## config.mk

```make
export PLATFORM = sky130hd
export DESIGN_NAME = tile_scroll_renderer_flat
export DESIGN_NICKNAME = d
export VERILOG_FILES = /design/src/rtl/tile_scroll_renderer_if.sv /design/src/rtl/tile_scroll_renderer.sv /design/src/flat_wrapper.sv
export SDC_FILE = /design/constraint.sdc
export NUM_CORES = 1
export LEC_CHECK = 0
export CAP_MARGIN = 25
export CORE_ASPECT_RATIO = 1.75
export CORE_MARGIN = 5
export CORE_UTILIZATION = 48
export CTS_CLUSTER_SIZE = 25
export DETAILED_ROUTE_END_ITERATION = 6
export HOLD_SLACK_MARGIN = 0.02
export PLACE_DENSITY = 0.84
export SLEW_MARGIN = 25
export SYNTH_ARGS = -nofsm -noshare
export SYNTH_HDL_FRONTEND = slang
export SYNTH_SLANG_ARGS = --single-unit
```

## constraint.sdc

```tcl
create_clock -name vga_clk -period 3.4 [get_ports vga_clk]
set_clock_uncertainty 0.15 [all_clocks]
set_input_delay 0.85 -clock vga_clk [delete_from_list [all_inputs] [get_ports vga_clk]]
set_output_delay 0.85 -clock vga_clk [all_outputs]
set_load 0.01 [all_outputs]
```

## src/rtl/tile_scroll_renderer_if.sv

```systemverilog
// tile_scroll_renderer_if
// Memory-side bus of the background renderer: the registered image ROM
// address, the returned palette index, and the combinational palette colour.
//   rom_address  renderer -> ROM   registered texel address
//   rom_q        ROM -> renderer   palette index, one cycle after rom_address
//   pal_index    renderer -> pal   palette lookup index (equals rom_q)
//   pal_red/green/blue  pal -> renderer  colour for pal_index
// master: renderer side; slave: ROM/palette side.
interface tile_scroll_renderer_if #(
  parameter int IDX_W  = 8,
  parameter int ADDR_W = 10
);
  logic [ADDR_W-1:0] rom_address;
  logic [IDX_W-1:0]  rom_q;
  logic [IDX_W-1:0]  pal_index;
  logic [3:0]        pal_red;
  logic [3:0]        pal_green;
  logic [3:0]        pal_blue;

  modport master (
    output rom_address, pal_index,
    input  rom_q, pal_red, pal_green, pal_blue
  );

  modport slave (
    input  rom_address, pal_index,
    output rom_q, pal_red, pal_green, pal_blue
  );
endinterface

```

## src/rtl/tile_scroll_renderer.sv

```systemverilog
// tile_scroll_renderer
// Maps the VGA raster onto an IMG_W x IMG_H indexed background image with
// integer pixel replication (SCALE_X x SCALE_Y) and frame-synchronous
// wrap-around scrolling. Texel coordinates come from replication counters
// that follow DrawX/DrawY changes, so no divider sits on the raster path.
// Ports:
//   vga_clk, Reset       pixel clock, async active-high reset
//   DrawX, DrawY, blank  raster position and active-video flag (1 = active)
//   scroll_x/y, scroll_we  scroll request; captured into pending registers
//   mem                  ROM/palette bus (master side)
//   red/green/blue       registered pixel colour, 0 outside active video
//   transparent          registered: pixel index == TRANSP_IDX and active
//   scroll_err           one-cycle pulse: request rejected (field out of range)
// Latency: position at t -> rom_address at t+1 -> rom_q/palette at t+2 ->
// red/green/blue/transparent at t+3.
module tile_scroll_renderer #(
  parameter int IMG_W      = 32,
  parameter int IMG_H      = 32,
  parameter int SCALE_X    = 20,
  parameter int SCALE_Y    = 15,
  parameter int IDX_W      = 8,
  parameter int ADDR_W     = 10,
  parameter int TRANSP_IDX = 0
) (
  input  logic                   vga_clk,
  input  logic                   Reset,
  input  logic [9:0]             DrawX,
  input  logic [9:0]             DrawY,
  input  logic                   blank,
  input  logic [9:0]             scroll_x,
  input  logic [9:0]             scroll_y,
  input  logic                   scroll_we,
  tile_scroll_renderer_if.master mem,
  output logic [3:0]             red,
  output logic [3:0]             green,
  output logic [3:0]             blue,
  output logic                   transparent,
  output logic                   scroll_err
);

  localparam int COL_W  = $clog2(IMG_W);
  localparam int ROW_W  = $clog2(IMG_H);
  // +1 keeps the counters at least one bit wide when SCALE_* == 1
  localparam int SX_W   = $clog2(SCALE_X + 1);
  localparam int SY_W   = $clog2(SCALE_Y + 1);
  // blank delay registers ahead of the output register
  localparam int STAGES = 2;

  typedef struct packed {
    logic [ROW_W-1:0] y;
    logic [COL_W-1:0] x;
  } scroll_t;

  scroll_t          pend, act, act_eff;
  logic [9:0]       prev_x, prev_y;
  logic             prev_vld;
  logic             frame_start, req_ok;

  logic [SX_W-1:0]  sub_x, sub_x_n;
  logic [SY_W-1:0]  sub_y, sub_y_n;
  logic [COL_W-1:0] col, col_n;
  logic [ROW_W-1:0] row, row_n;
  logic [ADDR_W-1:0] addr_n;

  logic [STAGES:1]  vld_pipe;

  // Frame start fires once per arrival at the origin, so a raster stalled
  // on (0,0) does not re-trigger it. prev_vld makes the very first origin
  // after reset count even though prev_x/prev_y reset to 0.
  assign frame_start = (DrawX == '0) && (DrawY == '0) &&
                       !(prev_vld && (prev_x == '0) && (prev_y == '0));

  // The origin pixel of a frame already uses the scroll being promoted.
  assign act_eff = frame_start ? pend : act;

  assign req_ok = (32'(scroll_x) < IMG_W) && (32'(scroll_y) < IMG_H);

  // Horizontal replication: reload at column 0, step on each DrawX change.
  always_comb begin
    sub_x_n = sub_x;
    col_n   = col;
    if (DrawX == '0) begin
      sub_x_n = '0;
      col_n   = act_eff.x;
    end else if (DrawX != prev_x) begin
      if (sub_x == SX_W'(SCALE_X - 1)) begin
        sub_x_n = '0;
        col_n   = (col == COL_W'(IMG_W - 1)) ? '0 : col + 1'b1;
      end else begin
        sub_x_n = sub_x + 1'b1;
      end
    end
  end

  // Vertical replication: same scheme keyed on DrawY.
  always_comb begin
    sub_y_n = sub_y;
    row_n   = row;
    if (DrawY == '0) begin
      sub_y_n = '0;
      row_n   = act_eff.y;
    end else if (DrawY != prev_y) begin
      if (sub_y == SY_W'(SCALE_Y - 1)) begin
        sub_y_n = '0;
        row_n   = (row == ROW_W'(IMG_H - 1)) ? '0 : row + 1'b1;
      end else begin
        sub_y_n = sub_y + 1'b1;
      end
    end
  end

  // IMG_W is a constant, so this is a constant multiply, not a datapath one.
  assign addr_n = ADDR_W'(row_n) * ADDR_W'(IMG_W) + ADDR_W'(col_n);

  assign mem.pal_index = mem.rom_q;

  always_ff @(posedge vga_clk or posedge Reset) begin
    if (Reset) begin
      prev_x          <= '0;
      prev_y          <= '0;
      prev_vld        <= 1'b0;
      sub_x           <= '0;
      sub_y           <= '0;
      col             <= '0;
      row             <= '0;
      pend            <= '0;
      act             <= '0;
      scroll_err      <= 1'b0;
      mem.rom_address <= '0;
      vld_pipe        <= '0;
      red             <= '0;
      green           <= '0;
      blue            <= '0;
      transparent     <= 1'b0;
    end else begin
      prev_x          <= DrawX;
      prev_y          <= DrawY;
      prev_vld        <= 1'b1;
      sub_x           <= sub_x_n;
      sub_y           <= sub_y_n;
      col             <= col_n;
      row             <= row_n;
      mem.rom_address <= addr_n;

      // Promotion reads pend before this cycle's write lands, so a request
      // on the frame-start cycle waits for the following frame.
      if (frame_start)
        act <= pend;
      if (scroll_we && req_ok) begin
        pend.x <= COL_W'(scroll_x);
        pend.y <= ROW_W'(scroll_y);
      end
      scroll_err <= scroll_we && !req_ok;

      vld_pipe <= {vld_pipe[STAGES-1:1], blank};

      if (vld_pipe[STAGES]) begin
        red         <= mem.pal_red;
        green       <= mem.pal_green;
        blue        <= mem.pal_blue;
        transparent <= (mem.rom_q == IDX_W'(TRANSP_IDX));
      end else begin
        red         <= '0;
        green       <= '0;
        blue        <= '0;
        transparent <= 1'b0;
      end
    end
  end

endmodule
```

## src/flat_wrapper.sv

```systemverilog
// flat-port wrapper written by rule: the top's interface ports become plain ports
module tile_scroll_renderer_flat 
#(
  parameter int IMG_W      = 32,
  parameter int IMG_H      = 32,
  parameter int SCALE_X    = 20,
  parameter int SCALE_Y    = 15,
  parameter int IDX_W      = 8,
  parameter int ADDR_W     = 10,
  parameter int TRANSP_IDX = 0
)
  (vga_clk, Reset, DrawX, DrawY, blank, scroll_x, scroll_y, scroll_we, red, green, blue, transparent, scroll_err, mem_rom_address, mem_pal_index, mem_rom_q, mem_pal_red, mem_pal_green, mem_pal_blue);
  tile_scroll_renderer_if #(.IDX_W(IDX_W), .ADDR_W(ADDR_W)) mem_i ();
  input  logic vga_clk;
  input  logic Reset;
  input  logic [9:0] DrawX;
  input  logic [9:0] DrawY;
  input  logic blank;
  input  logic [9:0] scroll_x;
  input  logic [9:0] scroll_y;
  input  logic scroll_we;
  output logic [3:0] red;
  output logic [3:0] green;
  output logic [3:0] blue;
  output logic transparent;
  output logic scroll_err;
  output wire logic [$bits(mem_i.rom_address)-1:0] mem_rom_address;
  output wire logic [$bits(mem_i.pal_index)-1:0] mem_pal_index;
  input wire logic [$bits(mem_i.rom_q)-1:0] mem_rom_q;
  input wire logic [$bits(mem_i.pal_red)-1:0] mem_pal_red;
  input wire logic [$bits(mem_i.pal_green)-1:0] mem_pal_green;
  input wire logic [$bits(mem_i.pal_blue)-1:0] mem_pal_blue;
  assign mem_rom_address = mem_i.rom_address;
  assign mem_pal_index = mem_i.pal_index;
  assign mem_i.rom_q = mem_rom_q;
  assign mem_i.pal_red = mem_pal_red;
  assign mem_i.pal_green = mem_pal_green;
  assign mem_i.pal_blue = mem_pal_blue;
  tile_scroll_renderer #(.IMG_W(IMG_W), .IMG_H(IMG_H), .SCALE_X(SCALE_X), .SCALE_Y(SCALE_Y), .IDX_W(IDX_W), .ADDR_W(ADDR_W), .TRANSP_IDX(TRANSP_IDX)) u_core (.vga_clk(vga_clk), .Reset(Reset), .DrawX(DrawX), .DrawY(DrawY), .blank(blank), .scroll_x(scroll_x), .scroll_y(scroll_y), .scroll_we(scroll_we), .mem(mem_i), .red(red), .green(green), .blue(blue), .transparent(transparent), .scroll_err(scroll_err));
endmodule
```

==> results of run 1 <==
[synth_stat cells (3+ instances only)]
library cell / instances
or4_1: 3
xnor2_1: 10
xor2_1: 10
nand4_1: 5
nor3_1: 5
nor2_1: 20
o31ai_1: 3
ha_1: 7
buf_4: 8
mux2_4: 10
mux2_2: 10
and2_1: 12
and3_1: 4
mux2i_1: 21
a31oi_1: 6
nor4_1: 9
nand2_1: 8
a22oi_1: 3
a21oi_1: 7
inv_1: 4
nand3_1: 5
o21ai_0: 4
dfrtp_1: 76
[cells in the final DEF (no fill, tap or decap), types with 3 or more instances in the layout]
cell type,n
a21oi_1,7
a22oi_1,3
a31oi_1,6
and2_1,12
and3_1,4
buf_4,5
bufinv_16,4
clkbuf_16,9
clkdlybuf4s50_1,95
dfrtp_1,76
ha_1,7
inv_1,3
mux2_2,10
mux2_4,10
mux2i_1,21
nand2_1,8
nand3_1,5
nand4_1,5
nor2_1,20
nor3_1,5
nor4_1,9
o21ai_0,4
o31ai_1,3
or4_1,3
xnor2_1,10
xor2_1,10
[flip-flops by register name (all words and copies together), names as in the netlist]
register and flops:
u_core.mem.rom_address 10, u_core.blue 4, u_core.sub_x 5, u_core.prev_vld 1
u_core.prev_x 10, u_core.green 4, u_core.scroll_err 1, u_core.act 10
u_core.red 4, u_core.transparent 1, u_core.pend 10, u_core.prev_y 10
u_core.sub_y 4, u_core.vld_pipe 2
[metal layers]
| metal | track usage, % | vias up |
|---|---|---|
| met3 | 6.916 | 14 |
| met4 | 6.347 | 0 |
| met1 | 20.15 | 1248 |
| met2 | 32.98 | 77 |
| li1 | - | 1227 |
| met5 | 0 | - |
[logic make-up (layout without fill, tap and decap cells)]
logic type                 count (synthesis)  count (layout)
muxes                                     41              41
buffers and inverters                     17             121
xor gates and xnor gates                  20              20
and+or+nand+nor                           90              90
adders and majority gates                  7               7
AOI/OAI and AO/OA                         33              33
other                                      1               1
DFF                                       76              76
[layout make-up]
class	instances	share of cell area (%)
Tap cell	86	2.199
Clock buffer	10	4.884
Timing Repair Buffer	101	20.61
Multi-Input combinational cell	192	30.38
Inverter	4	0.3068
Clock inverter	6	2.761
Sequential cell	76	38.86
[power by group through the flow]
stage / Clock [mW] / Combinational [mW] / Sequential [mW]
final: 1.17 / 0.542 / 1.15
after global routing: 1.24 / 0.614 / 1.17
after detailed placement: 0 / 0.541 / 1.16
after floorplan: 0 / 0.286 / 1.15
after CTS: 1.20 / 0.552 / 1.15
after global placement: 0 / 0.516 / 1.15
[worst max path at each step]
stage	from	endpoint	slack (ns)
after floorplan	Reset	u_core.act[0]$_DFF_PP0_	0.46
after global placement	DrawY[1]	u_core.act[9]$_DFF_PP0_	0.20
after detailed placement	DrawY[1]	u_core.act[2]$_DFF_PP0_	0.15
after CTS	DrawY[1]	u_core.act[5]$_DFF_PP0_	0.49
after global routing	DrawY[1]	u_core.act[5]$_DFF_PP0_	0.39
final	DrawY[1]	u_core.act[5]$_DFF_PP0_	0.51
[critical path: cells and delay by family]
kind                   cells  cell delay (ns)
AND/OR/NAND/NOR            3             1.12
buffers and inverters      1             0.46
multiplexers               1             0.39
AO/OA/AOI/OAI              1             0.12
[stage by stage]
stage	power, mW	cell area (um2)	std cells	utilization (%)	hold WS (ns)
final	2.860	4893	475	68.14	0.1991
after global placement	1.670	4519	459	62.93	0.1847
after global routing	3.024	4893	475	68.14	0.2290
after CTS	2.895	4893	475	68.14	0.2007
after detailed placement	1.701	4519	459	62.93	0.1881
after floorplan	1.440	3498	285	-	0.1812
==> out/qor.csv, run 1 <==
stage;metric;value;unit
outcome;outcome;completed;
synthesis;top-area cell type share of the netlist area;54.36;%
critical_path;RR Startpoint;u_core.prev_y[3]$_DFF_PP0_;
clock_tree;Post-CTS Resized;0;
floorplan;die footprint;9163;um2
synthesis;synth warn;0;
synthesis;Post-Syn Nets;356;
power_and_ir_drop;Seq pwr share;40.2;%
synthesis;syn_area_per_cell;12.27;um2
clock_tree;Reg clk slew, reported paths;0.06;ns
synthesis;Netlist cell types;48;
routing;post-route ant nets;0;
floorplan;Die Height;122.9;um
synthesis;sequential fraction of the synthesis area;54.36;%
global_route;number of global-route vias before repair;2785;
routing;Total Wirelength;7.915;mm
placement;pre-CTS WS;0.1537;ns
timing;post-route setup TNS;0;ns
placement;post-DP HPWL;5.952;mm
placement;IO buf count;95;
power_and_ir_drop;P_leak;2.246;nW
synthesis;Mapped Cells;285;
floorplan;starting density of the core;48.71;%
routing;DR WL met3;521;um
routing;Post-route DRC;0;
global_route;initial antenna violation count;0;
timing;Worst slew margin;57.48;%
synthesis;xor and xnor fraction of the mapped netlist area;5.007;%
synthesis;largest area contributor in the netlist;dfrtp_1;
hold_path;Hold Startpoint;u_core.vld_pipe[1]$_DFF_PP0_;
synthesis;Post-synth EDFFs;0;
job;max cap viols;0;
global_route;all-layer global routing usage;18.71;%
power_and_ir_drop;Switching Share;25.12;%
floorplan;row cnt;41;
synthesis;synthesized-area fraction occupied by adder cells;2.504;%
final_layout;# diodes;0;
routing;Pre-antenna DRT Iters;4;
routing;drt wl/cell;16.66;um
routing;Met2 Routed Length;4.434;mm
timing;period utilization;84.98;%
critical_path;Worst EP required;3.46;ns
clock_tree;hold buffer count at cts;0;
critical_path;Worst Setup End Kind;register;
timing;Final min period;2.889;ns
critical_path;Reg2Reg Depth;5;
final_layout;Nets;455;
routing;Via density;5.402;
synthesis;largest family of logic cells by synthesized area;simple AND/OR/NAND/NOR gates;
synthesis;Simple-Gate Fraction of Synth Area;14.84;%
clock_tree;clock tree buffer depth;2;
routing;via count;2566;
clock_tree;H-tree depth;3;
synthesis;Post-synth top flop;dfrtp_1;
hold_path;Hold Path End;u_core.vld_pipe[2]$_DFF_PP0_;
critical_path;Startpoint Class;primary input;
power_and_ir_drop;worst vdd ir;619.4;uV
critical_path;worst endpoint data arrival time;2.95;ns
floorplan;core area;7182;um2
floorplan;Die X-Extent;74.54;um
timing;final hold violations;0;
hold_path;Hold WC Path Type;register to register;
clock_tree;Root Buffer;clkbuf_16;
synthesis;ranking of synthesized cells by area;dfrtp_1 (54%), mux2i_1 (6.0%), mux2_4 (4.3%), mux2_2 (3.2%), ha_1 (2.5%);
power_and_ir_drop;PwrDens;584.5;nW/um2
global_route;largest net degree at the start of global routing;77;
clock_tree;TritonCTS Buffers;9;
routing;DRT iter0 DRCs;146;
clock_tree;clk sinks;76;
timing;Final Max Tran Viols;0;
timing;RSZ-0062 raised after global routing;no;
final_layout;synth-to-layout area growth;39.88;%
synthesis;Synth async-reset ratio;100.0;%
critical_path;RR Endpoint;u_core.act[5]$_DFF_PP0_;
timing;slew of the pin with the lowest slew margin;0.6348;ns
power_and_ir_drop;Gate power share;18.9;%
timing;Finish-stage setup viols;0;
critical_path;CP peak stage delay;0.46;ns
synthesis;mux contribution to synthesized area;13.52;%
synthesis;Post-Syn Area;3498;um2
placement;GP Congestion;0.7966;
power_and_ir_drop;P_int;2.142;mW
critical_path;kind of critical path;primary input to register;
global_route;gr ovfl total;0;
critical_path;CP Max Fanout;10;
synthesis;Compound-Gate Fraction of Synth Area;6.509;%
power_and_ir_drop;Clock power frac;40.8;%
routing;uppermost layer routed;met4;
final_layout;ratio of cells with drive above 1 in the final layout;12.34;%
synthesis;FF+latch count, synth;76;
hold_path;hold depth;0;
power_and_ir_drop;Psw;0.7184;mW
final_layout;filler cell count in the final layout;548;
clock_tree;Post-CTS Setup Bufs;0;
timing;fin worst setup slack;0.5108;ns
clock_tree;worst skew pair latency;0.33;ns
routing;Met1 Routed Length;2.810;mm
floorplan;Ports;96;
critical_path;CP max stage cell;clkdlybuf4s50_1;
critical_path;reg-to-reg setup timing slack;0.86;ns
global_route;first-pass GRT wire length;13.01;mm
timing;fmax;0.3461;GHz
critical_path;worst path cell trace;clkdlybuf4s50_1 > nor4_2 > and4_1 > o21ai_4 > or2_1 > mux2_4;
final_layout;register area;1902;um2
clock_tree;CTS tree;yes;
final_layout;area of the multi-input gates;1486;um2
No activity file was read; power rests on OpenSTA's default activity.
==> run 2: changes to the inputs <==
Clock period 3.4 ns to 2.8 ns, I/O delays scaled along.
==> run 2 against run 1 <==
  * Design area up 2.3%
  * Sequential share of layout area down 0.87 points
  * Flip-flop and latch count unchanged
  * Via count up 4.0%
  * Largest cell class unchanged
  * Largest power group unchanged
  * Critical endpoint is now mem_pal_index[5]
  * Clock-buffer cell count unchanged
  * Highest routed layer unchanged
==> out/qor.csv, run 2 (synthesis results as in run 1) <==
stage;metric;value;unit
timing;fmax;0.3865;GHz
outcome;outcome;completed;
clock_tree;CTS tree;yes;
global_route;largest net degree at the start of global routing;42;
clock_tree;clk sinks;76;
final_layout;final core occ;69.70;%
clock_tree;worst skew pair latency;0.33;ns
routing;post-route ant nets;0;
routing;drt wl/cell;16.67;um
critical_path;reg-to-reg setup timing slack;0.71;ns
final_layout;register area;1902;um2
global_route;gr ovfl total;0;
power_and_ir_drop;Total Power;3.500;mW
clock_tree;TritonCTS Buffers;9;
floorplan;Die Height;122.9;um
critical_path;CP max stage cell;clkdlybuf4s50_1;
routing;Pre-antenna DRT Iters;4;
routing;via count;2668;
critical_path;worst path cell trace;clkdlybuf4s50_1 > clkdlybuf4s50_1;
critical_path;Worst EP required;1.95;ns
routing;Post-route DRC;0;
critical_path;Startpoint Class;primary input;
critical_path;CP Max Fanout;2;
final_layout;cell area after layout;5006;um2
critical_path;kind of critical path;primary input to output pin;
placement;post-DP HPWL;6.039;mm
final_layout;# diodes;0;
clock_tree;H-tree depth;3;
timing;final hold violations;0;
clock_tree;Root Buffer;clkbuf_16;
global_route;most used routing layer;met2;
final_layout;most common cell after layout, fill and taps aside;clkdlybuf4s50_1;
global_route;number of global-route vias before repair;2865;
final_layout;Nets;470;
timing;RSZ-0062 raised after global routing;no;
critical_path;Worst Setup End Kind;output pin;
final_layout;ratio of cells with drive above 1 in the final layout;15.59;%
timing;Finish-stage setup viols;0;
timing;Worst slew margin;63.21;%
critical_path;CP delay by family, top;buffers and inverters;
clock_tree;clock tree buffer depth;2;
floorplan;row cnt;41;
clock_tree;Post-CTS Resized;0;
floorplan;Ports;96;
global_route;all-layer global routing usage;19.32;%
timing;post-route setup TNS;0;ns
final_layout;filler cell count in the final layout;522;
critical_path;worst endpoint data arrival time;1.74;ns
job;max cap viols;0;
hold_path;Hold WC Path Type;register to register;
final_layout;commonest non-fill, non-tap cells in the layout;clkdlybuf4s50_1 (95), dfrtp_1 (76), mux2i_1 (21), nor2_1 (20), buf_4 (20);
timing;Final Max Tran Viols;0;
critical_path;CP peak stage delay;0.56;ns
final_layout;synth-to-layout area growth;43.10;%
clock_tree;Reg clk slew, reported paths;0.06;ns
floorplan;die footprint;9163;um2
timing;period utilization;92.40;%
placement;GP Congestion;0.8335;
clock_tree;Post-CTS Setup Bufs;0;
global_route;first-pass GRT wire length;13.42;mm
clock_tree;hold buffer count at cts;0;
critical_path;Buffers & Inverters on Critical Path;2;
power_and_ir_drop;worst vdd ir;615.3;uV
final_layout;area of the multi-input gates;1486;um2
floorplan;core area;7182;um2
floorplan;starting density of the core;48.71;%
global_route;met1 Use GR;22.05;%
routing;DRT iter0 DRCs;131;
global_route;met2 Use GR;33.26;%
global_route;initial antenna violation count;0;
global_route;grt met3 use;5.614;%
timing;Final min period;2.587;ns
placement;Placed Area;4632;um2
placement;IO buf count;95;
timing;slew of the pin with the lowest slew margin;0.5442;ns
critical_path;Top cell by count, worst path;clkdlybuf4s50_1;
routing;Total Wirelength;8.168;mm
power_and_ir_drop;PwrDens;699.1;nW/um2
routing;Via density;5.445;
power_and_ir_drop;P_leak;2.319;nW
floorplan;Die X-Extent;74.54;um
-- run 2: final timing paths --
path | start | endpoint | depth (start not counted)
max | mem_rom_q[5] | mem_pal_index[5] | 2
min | u_core.vld_pipe[1]$_DFF_PP0_ | u_core.vld_pipe[2]$_DFF_PP0_ | 0
max reg2reg | u_core.prev_y[0]$_DFF_PP0_ | u_core.mem.rom_address[6]$_DFFE_PP0P_ | 5
min reg2reg | u_core.vld_pipe[1]$_DFF_PP0_ | u_core.vld_pipe[2]$_DFF_PP0_ | 0
max in group asynchronous | Reset | u_core.prev_x[9]$_DFF_PP0_ | 3
min in group asynchronous | Reset | u_core.sub_y[2]$_DFFE_PP0P_ | 2
-- run 2: report_power, final --
group,switching [mW],internal (mW),total [mW]
Sequential,0.162,1.24,1.40
Combinational,0.281,0.387,0.668
Clock,0.448,0.985,1.43
-- run 2: area by class of cell --
class | count | area share, %
repair buffers | 116 | 22.39
clock buffers | 10 | 4.774
flip-flops and latches | 76 | 37.99
inverters | 4 | 0.2999
clock inverters | 6 | 2.699
multi-input cells | 192 | 29.69
well taps | 86 | 2.149
-- run 2: metal layers --
layer  up-vias  share of wire (%)  routed length, um
li1       1255                  -                  -
met5         -                  0                  0
met3        12                6.1                499
met1      1320                 37               3019
met4         0                2.2                177
met2        81                 55               4471
-- run 2: through the flow --
step | cells | setup slack (ns) | hold slack (ns)
floorplan | 285 | 0.01167 | 0.1812
global placement | 474 | -0.04518 | 0.1846
detailed placement | 474 | -0.06558 | 0.1889
global route | 490 | 0.1816 | 0.2164
CTS | 490 | 0.2102 | 0.2047
finish | 490 | 0.2128 | 0.2012
==> run 3: changes to the inputs <==
Settings changed: SETUP_SLACK_MARGIN set to 0.4.
Clock period 2.8 ns to 2.76 ns, I/O delays scaled along.
==> run 3 against run 2 <==
  * First-iteration DRC count fell by 18%
  * Design area is 0.75% lower
  * Non-clock buffer count shrank 3
  * Utilization fell by 0.52 points
  * Clock power decreased by 14%
  * Setup slack improved by 0.22 ns
  * Flip-flop and latch count is the same
  * Global-route usage decreased by 1.6 points
  * Critical path depth rose by 6
  * Clock-buffer cell count up 2
  * Register-to-register slack worse by 0.02 ns
  * Highest routed layer unchanged
==> out/qor.csv, run 3 (synthesis results as in run 1) <==
stage;metric;value;unit
critical_path;Worst Setup End Kind;register;
floorplan;Ports;96;
critical_path;Worst EP required;2.85;ns
critical_path;RR Endpoint;u_core.act[5]$_DFF_PP0_;
timing;post-route setup TNS;0;ns
critical_path;worst path cell trace;clkdlybuf4s50_1 > buf_4 > xnor2_1 > nand4_1 > nor3_2 > buf_4 > or4_1 > a31oi_1;
routing;Post-route DRC;0;
timing;Final Max Tran Viols;0;
final_layout;synth-to-layout area growth;42.02;%
critical_path;worst endpoint data arrival time;2.42;ns
routing;Pre-antenna DRT Iters;4;
hold_path;hold depth;0;
critical_path;CP max stage cell;or4_1;
global_route;gr ovfl total;0;
final_layout;final core occ;69.18;%
power_and_ir_drop;PwrDens;668.5;nW/um2
clock_tree;CTS tree;yes;
final_layout;# diodes;0;
timing;Worst slew margin;65.72;%
routing;Via density;5.382;
final_layout;ratio of cells with drive above 1 in the final layout;16.21;%
global_route;initial antenna violation count;0;
global_route;first-pass GRT wire length;12.36;mm
timing;RSZ-0062 raised after global routing;no;
clock_tree;worst skew pair latency;0.33;ns
floorplan;row cnt;41;
clock_tree;hold buffer count at cts;0;
clock_tree;Root Buffer;clkbuf_16;
critical_path;CP Max Fanout;11;
critical_path;Buffers & Inverters on Critical Path;3;
job;max cap viols;0;
placement;post-DP HPWL;5.813;mm
power_and_ir_drop;Psw;0.8627;mW
timing;fmax;0.4298;GHz
routing;post-route ant nets;0;
clock_tree;Reg clk slew, reported paths;0.05;ns
routing;DRT iter0 DRCs;107;
power_and_ir_drop;Gate power share;20.4;%
critical_path;CP delay by family, top;buffers and inverters;
final_layout;most common cell after layout, fill and taps aside;clkdlybuf4s50_1;
hold_path;Hold WC Path Type;register to register;
final_layout;commonest non-fill, non-tap cells in the layout;clkdlybuf4s50_1 (81), dfrtp_1 (76), mux2i_1 (21), nor2_1 (19), buf_4 (16);
clock_tree;H-tree depth;3;
timing;Final min period;2.327;ns
global_route;all-layer global routing usage;17.73;%
critical_path;kind of critical path;primary input to register;
floorplan;starting density of the core;48.71;%
power_and_ir_drop;P_leak;2.322;nW
timing;slew of the pin with the lowest slew margin;0.5070;ns
power_and_ir_drop;Seq pwr share;42.7;%
hold_path;Hold Path End;u_core.vld_pipe[2]$_DFF_PP0_;
hold_path;Hold Startpoint;u_core.vld_pipe[1]$_DFF_PP0_;
power_and_ir_drop;Clock power frac;36.9;%
placement;Placed Area;4626;um2
global_route;number of global-route vias before repair;2743;
floorplan;Die X-Extent;74.54;um
critical_path;Startpoint Class;primary input;
power_and_ir_drop;Switching Share;25.97;%
global_route;largest net degree at the start of global routing;77;
placement;GP Congestion;0.8220;
floorplan;die footprint;9163;um2
timing;final hold violations;0;
clock_tree;TritonCTS Buffers;9;
clock_tree;clk sinks;76;
final_layout;cell area after layout;4969;um2
outcome;outcome;completed;
power_and_ir_drop;P_int;2.459;mW
critical_path;reg-to-reg setup timing slack;0.69;ns
clock_tree;Post-CTS Setup Bufs;0;
final_layout;Nets;467;
clock_tree;clock tree buffer depth;2;
placement;IO buf count;95;
critical_path;Reg2Reg Depth;6;
critical_path;Top cell by count, worst path;buf_4;
floorplan;Die Height;122.9;um
timing;Finish-stage setup viols;0;
critical_path;CP peak stage delay;0.46;ns
power_and_ir_drop;worst vdd ir;538.5;uV
routing;via count;2621;
power_and_ir_drop;Total Power;3.322;mW
routing;drt wl/cell;16.23;um
routing;Total Wirelength;7.904;mm
timing;period utilization;84.31;%
critical_path;RR Startpoint;u_core.prev_y[3]$_DFF_PP0_;
floorplan;core area;7182;um2
[run 3: repair_timing]
action	CTS	global route
endpoints found under the setup margin	27	20
pin swaps	2	4
resized for setup	13	8
[run 3: power by group through the flow]
stage               Clock [mW]  Combinational, mW  Sequential [mW]
floorplan                    0              0.353             1.42
detailed placement           0              0.679             1.43
finish                    1.23              0.678             1.42
CTS                       1.26              0.680             1.42
global route              1.31              0.768             1.44
global placement             0              0.648             1.42
[run 3: stage by stage]
stage	std cells	setup slack [ns]	hold slack [ns]
after global placement	471	-0.05505	0.1841
final	487	0.4332	0.1970
after detailed placement	471	-0.06958	0.1865
after floorplan	285	0.4286	0.1812
after CTS	487	0.4139	0.1991
after global routing	487	0.3941	0.2309
[run 3: per-layer routing]
metal	vias to the layer above	global-route usage [%]	share of wire, %
met5	-	0	0
met3	12	5.696	6.1
met1	1289	18.30	35
met4	0	8.241	2.0
li1	1247	-	-
met2	73	31.55	57
[run 3: how the worst max path moves through the flow]
| stage | startpoint | to | slack, ns | depth (start not counted) |
|---|---|---|---|---|
| 2_1_floorplan | DrawY[1] | u_core.act[0]$_DFF_PP0_ | 0.43 | 7 |
| 3_3_place_gp | DrawY[1] | u_core.act[9]$_DFF_PP0_ | -0.06 | 7 |
| 3_5_place_dp | DrawY[0] | u_core.mem.rom_address[9]$_DFFE_PP0P_ | -0.07 | 9 |
| 4_1_cts | DrawY[8] | u_core.mem.rom_address[9]$_DFFE_PP0P_ | 0.41 | 8 |
| 5_1_grt | DrawX[0] | u_core.sub_x[4]$_DFFE_PP0P_ | 0.39 | 8 |
| 6_report | DrawX[0] | u_core.sub_x[4]$_DFFE_PP0P_ | 0.43 | 8 |
[run 3: cell type report]
type / instances / area (um2)
Fill cell: 536 / 2213
Sequential cell: 76 / 1902
Multi-Input combinational cell: 192 / 1520
Timing Repair Buffer: 113 / 1101
Clock buffer: 12 / 246.5
Tap cell: 86 / 107.6
Clock inverter: 4 / 72.57
Inverter: 4 / 18.77
[run 3: worst reg2reg max path: cells and delay by family, from the launching register on]
family          cells  cell delay [ns]
flops               1             0.39
mux                 1             0.31
buf+inv             1             0.15
compound gates      1             0.18
simple gates        3             0.77
